==> src/rtl/tag_sysid_regs.sv <==
// System ID / housekeeping Avalon-MM slave: ID, build timestamp, scratch bank and,
// when SYSID_UPTIME_EN is defined, a prescaled 64-bit uptime counter with coherent reads.
module tag_sysid_regs #(
    parameter logic [31:0] ID_VALUE    = 32'h0000_0000,
    parameter logic [31:0] TIMESTAMP   = 32'd1614243730,
    parameter int          NUM_SCRATCH = 4,
    parameter int          UPTIME_DIV  = 1
) (
    input  logic        clock,
    input  logic        reset_n,
    input  logic [3:0]  address,
    input  logic        read,
    input  logic        write,
    input  logic [31:0] writedata,
    input  logic [3:0]  byteenable,
    output logic [31:0] readdata,
    output logic        readdatavalid
);

    localparam logic [3:0] A_ID = 4'd0;
    localparam logic [3:0] A_TS = 4'd1;

    if (NUM_SCRATCH < 1 || NUM_SCRATCH > 8 || UPTIME_DIV < 1 || UPTIME_DIV > 65535) begin : g_bad_param
        $error("tag_sysid_regs: NUM_SCRATCH must be 1..8 and UPTIME_DIV 1..65535");
    end

    logic [31:0] readdata_q, readdata_d;
    logic        readdatavalid_q, readdatavalid_d;
    logic [31:0] scratch_q [NUM_SCRATCH];
    logic [31:0] scratch_d [NUM_SCRATCH];
    logic [31:0] rdata;

`ifdef SYSID_UPTIME_EN
    localparam logic [3:0]  A_UPLO    = 4'd2;
    localparam logic [3:0]  A_UPHI    = 4'd3;
    localparam logic [3:0]  A_CTRL    = 4'd4;
    localparam logic [3:0]  A_PRESC   = 4'd5;
    localparam logic [15:0] PRESC_TC  = 16'(UPTIME_DIV - 1);

    logic [63:0] uptime_q, uptime_d;
    logic [15:0] presc_q, presc_d;
    logic [31:0] hi_snap_q, hi_snap_d;
    logic        run_q, run_d;
    logic        ctrl_wr;

    assign ctrl_wr = write && (address == A_CTRL) && byteenable[0];

    // Clear is applied after the tick so it wins on a coincident edge.
    always_comb begin
        uptime_d  = uptime_q;
        presc_d   = presc_q;
        run_d     = run_q;
        hi_snap_d = hi_snap_q;
        if (run_q) begin
            if (presc_q == PRESC_TC) begin
                presc_d  = 16'd0;
                uptime_d = uptime_q + 64'd1;
            end else begin
                presc_d = presc_q + 16'd1;
            end
        end
        if (ctrl_wr) begin
            run_d = writedata[0];
            if (writedata[1]) begin
                uptime_d = 64'd0;
                presc_d  = 16'd0;
            end
        end
        if (read && (address == A_UPLO)) begin
            hi_snap_d = uptime_q[63:32];
        end
    end

    always_ff @(posedge clock or negedge reset_n) begin
        if (!reset_n) begin
            uptime_q  <= 64'd0;
            presc_q   <= 16'd0;
            hi_snap_q <= 32'd0;
            run_q     <= 1'b1;
        end else begin
            uptime_q  <= uptime_d;
            presc_q   <= presc_d;
            hi_snap_q <= hi_snap_d;
            run_q     <= run_d;
        end
    end
`endif

    always_comb begin
        for (int i = 0; i < NUM_SCRATCH; i++) begin
            scratch_d[i] = scratch_q[i];
            if (write && (address == 4'(8 + i))) begin
                for (int b = 0; b < 4; b++) begin
                    if (byteenable[b]) begin
                        scratch_d[i][8*b +: 8] = writedata[8*b +: 8];
                    end
                end
            end
        end
    end

    // Read mux looks only at pre-edge state, so a same-cycle write is not visible.
    always_comb begin
        rdata = 32'd0;
        case (address)
            A_ID:    rdata = ID_VALUE;
            A_TS:    rdata = TIMESTAMP;
`ifdef SYSID_UPTIME_EN
            A_UPLO:  rdata = uptime_q[31:0];
            A_UPHI:  rdata = hi_snap_q;
            A_CTRL:  rdata = {31'd0, run_q};
            A_PRESC: rdata = 32'(UPTIME_DIV);
`endif
            default: begin
                for (int i = 0; i < NUM_SCRATCH; i++) begin
                    if (address == 4'(8 + i)) begin
                        rdata = scratch_q[i];
                    end
                end
            end
        endcase
        readdata_d      = read ? rdata : readdata_q;
        readdatavalid_d = read;
    end

    always_ff @(posedge clock or negedge reset_n) begin
        if (!reset_n) begin
            readdata_q      <= 32'd0;
            readdatavalid_q <= 1'b0;
            for (int i = 0; i < NUM_SCRATCH; i++) begin
                scratch_q[i] <= 32'd0;
            end
        end else begin
            readdata_q      <= readdata_d;
            readdatavalid_q <= readdatavalid_d;
            for (int i = 0; i < NUM_SCRATCH; i++) begin
                scratch_q[i] <= scratch_d[i];
            end
        end
    end

    assign readdata      = readdata_q;
    assign readdatavalid = readdatavalid_q;

endmodule

==> config.mk <==
export PLATFORM = sky130hd
export DESIGN_NAME = tag_sysid_regs
export DESIGN_NICKNAME = d
export VERILOG_FILES = /design/src/rtl/tag_sysid_regs.sv
export SDC_FILE = /design/constraint.sdc
export NUM_CORES = 1
export LEC_CHECK = 0
export BUFFER_PORTS_ARGS = -buffer_cell sky130_fd_sc_hd__buf_2
export CAP_MARGIN = 40
export CORE_MARGIN = 1
export CORE_UTILIZATION = 45
export DETAILED_ROUTE_END_ITERATION = 16
export PLACE_DENSITY = 0.65
export SKIP_CTS_REPAIR_TIMING = 1
export SLEW_MARGIN = 30
export SYNTH_ARGS = -nofsm -noshare
export SYNTH_HDL_FRONTEND = slang
export SYNTH_SLANG_ARGS = --single-unit
export TNS_END_PERCENT = 50
==> constraint.sdc <==
create_clock -name clock -period 2.7 [get_ports clock]
set_clock_uncertainty 0.05 [all_clocks]
set_input_delay 0.27 -clock clock [delete_from_list [all_inputs] [get_ports clock]]
set_output_delay 0.27 -clock clock [all_outputs]
set_load 0.02 [all_outputs]
==> key figures <==
Outcome
  • Outcome: finished clean

Floorplan
  • Die W: between 100 and 150 um
  • DIE AREA: 16400 um2
  • I/O pin total: 77
  • Core box area: 15400 um2
  • Row Count: 45
  • Initial core utilization: around 46%
  • Die height: 128 um

Routing
  • Via count: 4544
  • Initial detailed-routing violation count: 329
  • Drt drc: 0
  • Pre-Repair DR Iteration Count: 4
  • Final ANT Viol Nets: 0
  • Vias per cell: approximately 5.7
  • DRT Wirelength: roughly 17 mm
  • Drt wl/cell: 21.4 um

Cells and area
  • Final non-filler cell total: ~800
  • Most frequent cells in the layout: dfrtp_1 (161), mux2_2 (87), buf_2 (75)
  • Diode count: 0
  • Final net count: 616
  • Layout cells sized above 1: between 40 and 50%
  • Synthesis-to-finish area growth: 17.4%
  • Commonest non-fill, non-tap cell in the layout: dfrtp_1

Place
  • Hpwl dp: 11.5 mm
  • Dpl ws: 618 ps
  • Placed instance count: 763
  • Placer Congestion: ~0.77
  • Number of buffers added on ports: 76

CTS
  • Clk_lat worst skew: ~420 ps
  • H-tree Lvls: 4
  • CTS Buf Count: 17
  • Num Clock Sinks: 161
  • CTS Buffer Depth: 2
  • CTS root buf: clkbuf_16
  • Clock slew seen by the registers of the worst setup and hold paths: about 60 ps
  • TritonCTS clock tree: yes

Synth
  • Post-synth cell types: 38
  • Post-Syn Instances: 494
  • Syn Nets: 538
  • Post-synthesis cell area: just over 7000 um2
  • YS warnings: 0
  • Post-synth ARST share: 100%
  • Syn_area_per_cell: approximately 14 um2
  • Post-synth EDFFs: 0
  • Main synth FF type: dfrtp_1
  • Synthesis-stage register bit count: 161
  • Sequential fraction of the synthesis area: 56.4%

STA
  • Worst hold margin: approximately 64 ps
  • Least-Margin Pin Slew: 697 ps
  • Clock period minus worst slack: 1660 ps
  • RSZ-0062 raised after global routing: false
  • Final setup TNS: 0 ps
  • Final hold violation count: 0
  • Relative max-transition margin: 53.5%
  • Final setup vio count: 0
  • Fin crit share: 61.6%
  • Fin. max-slew vios: 0
  • Final setup margin: 1040 ps
  • F_max: 601 MHz

Global route
  • Initial antenna violation count: 1
  • Global Route Usage Sum: between 20% and 30%
  • First-pass GRT wire length: approximately 28 mm
  • Gr ovfl total: 0
  • Vias in the first global route: 4959
  • Largest net degree at the start of global routing: 75

Worst setup path
  • Critical path class: in -> reg
  • Setup crit start kind: input port
  • CP Capture Type: flop
  • Critical path arrival: roughly 1900 ps
  • CP max FO: 33
  • Required time of the critical path: 2960 ps

Flow run
  • Max-Cap Viols: 0

Pwr
  • Max IR drop VDD: 0.468 mV
  • Power per Cell Area: roughly 770 nW/um2
  • Leakage: ~3.9 nW

Hold path
  • Hold WC Path Type: in -> reg
cell families (layout without fill, tap and decap cells):
kind of cell / Yosys count / count (layout) / synth area share, %
AOI/OAI and AO/OA: 81 / 81 / 9.47
buffers and inverters: 31 / 122 / 1.96
DFF: 161 / 161 / 56.4
muxes: 152 / 152 / 24.8
and+or+nand+nor: 69 / 69 / 7.36
synthesized netlist by cell type (2+ instances only):
cell / instances / area [um2]
a211oi_1: 16 / 120
a221o_1: 9 / 90.1
a2bb2oi_1: 6 / 52.6
and3_1: 2 / 12.5
buf_1: 2 / 7.51
buf_2: 7 / 35.0
buf_6: 2 / 22.5
clkbuf_1: 18 / 67.6
dfrtp_1: 161 / 4030
inv_1: 2 / 7.51
mux2_1: 18 / 203
mux2_2: 87 / 980
mux2_4: 24 / 360
mux2i_1: 23 / 230
nand2_1: 8 / 30.0
nand2_2: 3 / 18.8
nand2b_1: 3 / 18.8
nand3_1: 7 / 35.0
nor2_1: 2 / 7.51
nor2_2: 8 / 50.1
nor2_8: 4 / 80.1
nor2b_1: 17 / 106
nor3_4: 4 / 65.1
o2111ai_1: 6 / 52.6
o221ai_1: 18 / 158
o22ai_1: 8 / 50.1
o2bb2ai_1: 17 / 149
or2_2: 2 / 12.5
layer usage:
layer	vias to the layer above	track usage, %	part of all wire (%)
li1	2025	-	-
met1	2386	31.6	47
met2	114	35.5	47
met3	17	5.59	4.3
met4	2	6.85	1.1
met5	-	0	0.076
through the flow:
stage                     area, um2  utilization, %  power, mW
final                          8390            54.6       6.47
after global routing           8390            54.6       6.75
after CTS                      8380            54.5       6.53
after detailed placement       7760            50.5       3.99
after global placement         7760            50.5       3.93
after floorplan                7140               -       3.65
critical path, stage by stage:
cell     delay, ps
buf_2          330
buf_4          550
mux2i_1        320
o22ai_1        110
a221o_1        330
path summary, 6_finish.rpt:
check,slack (ps),startpoint,to,cells past startpoint
setup / recovery,1040,address[1],readdata[13],5
hold / removal,60,writedata[3],scratch_q[3],2
setup reg to reg,1470,scratch_q[105],readdata[9],3
hold reg to reg,430,scratch_q[99],scratch_q[99],1
max in group asynchronous,1390,reset_n,scratch_q[90],3
min in group asynchronous,390,reset_n,scratch_q[112],2
power by group:
group	internal [mW]	leakage, nW	switching [mW]
logic	0.485	1.56	0.410
clock network	1.59	0.303	0.937
registers	2.82	2.08	0.230
total	4.90	3.95	1.58
state kept, by name (all words and copies together) (netlist names):
signal,flops
readdata,32
readdatavalid,1
scratch_q,128
final cells by class:
type                    instances  area, um2
fillers                      1286       6980
flip-flops and latches        161       4030
multi-input cells             302       2980
repair buffers                 88        492
clock buffers                  21        460
well taps                     211        264
clock inverters                11        160
inverters                       2       7.51
Note: power is estimated with default switching activity, not from simulation.
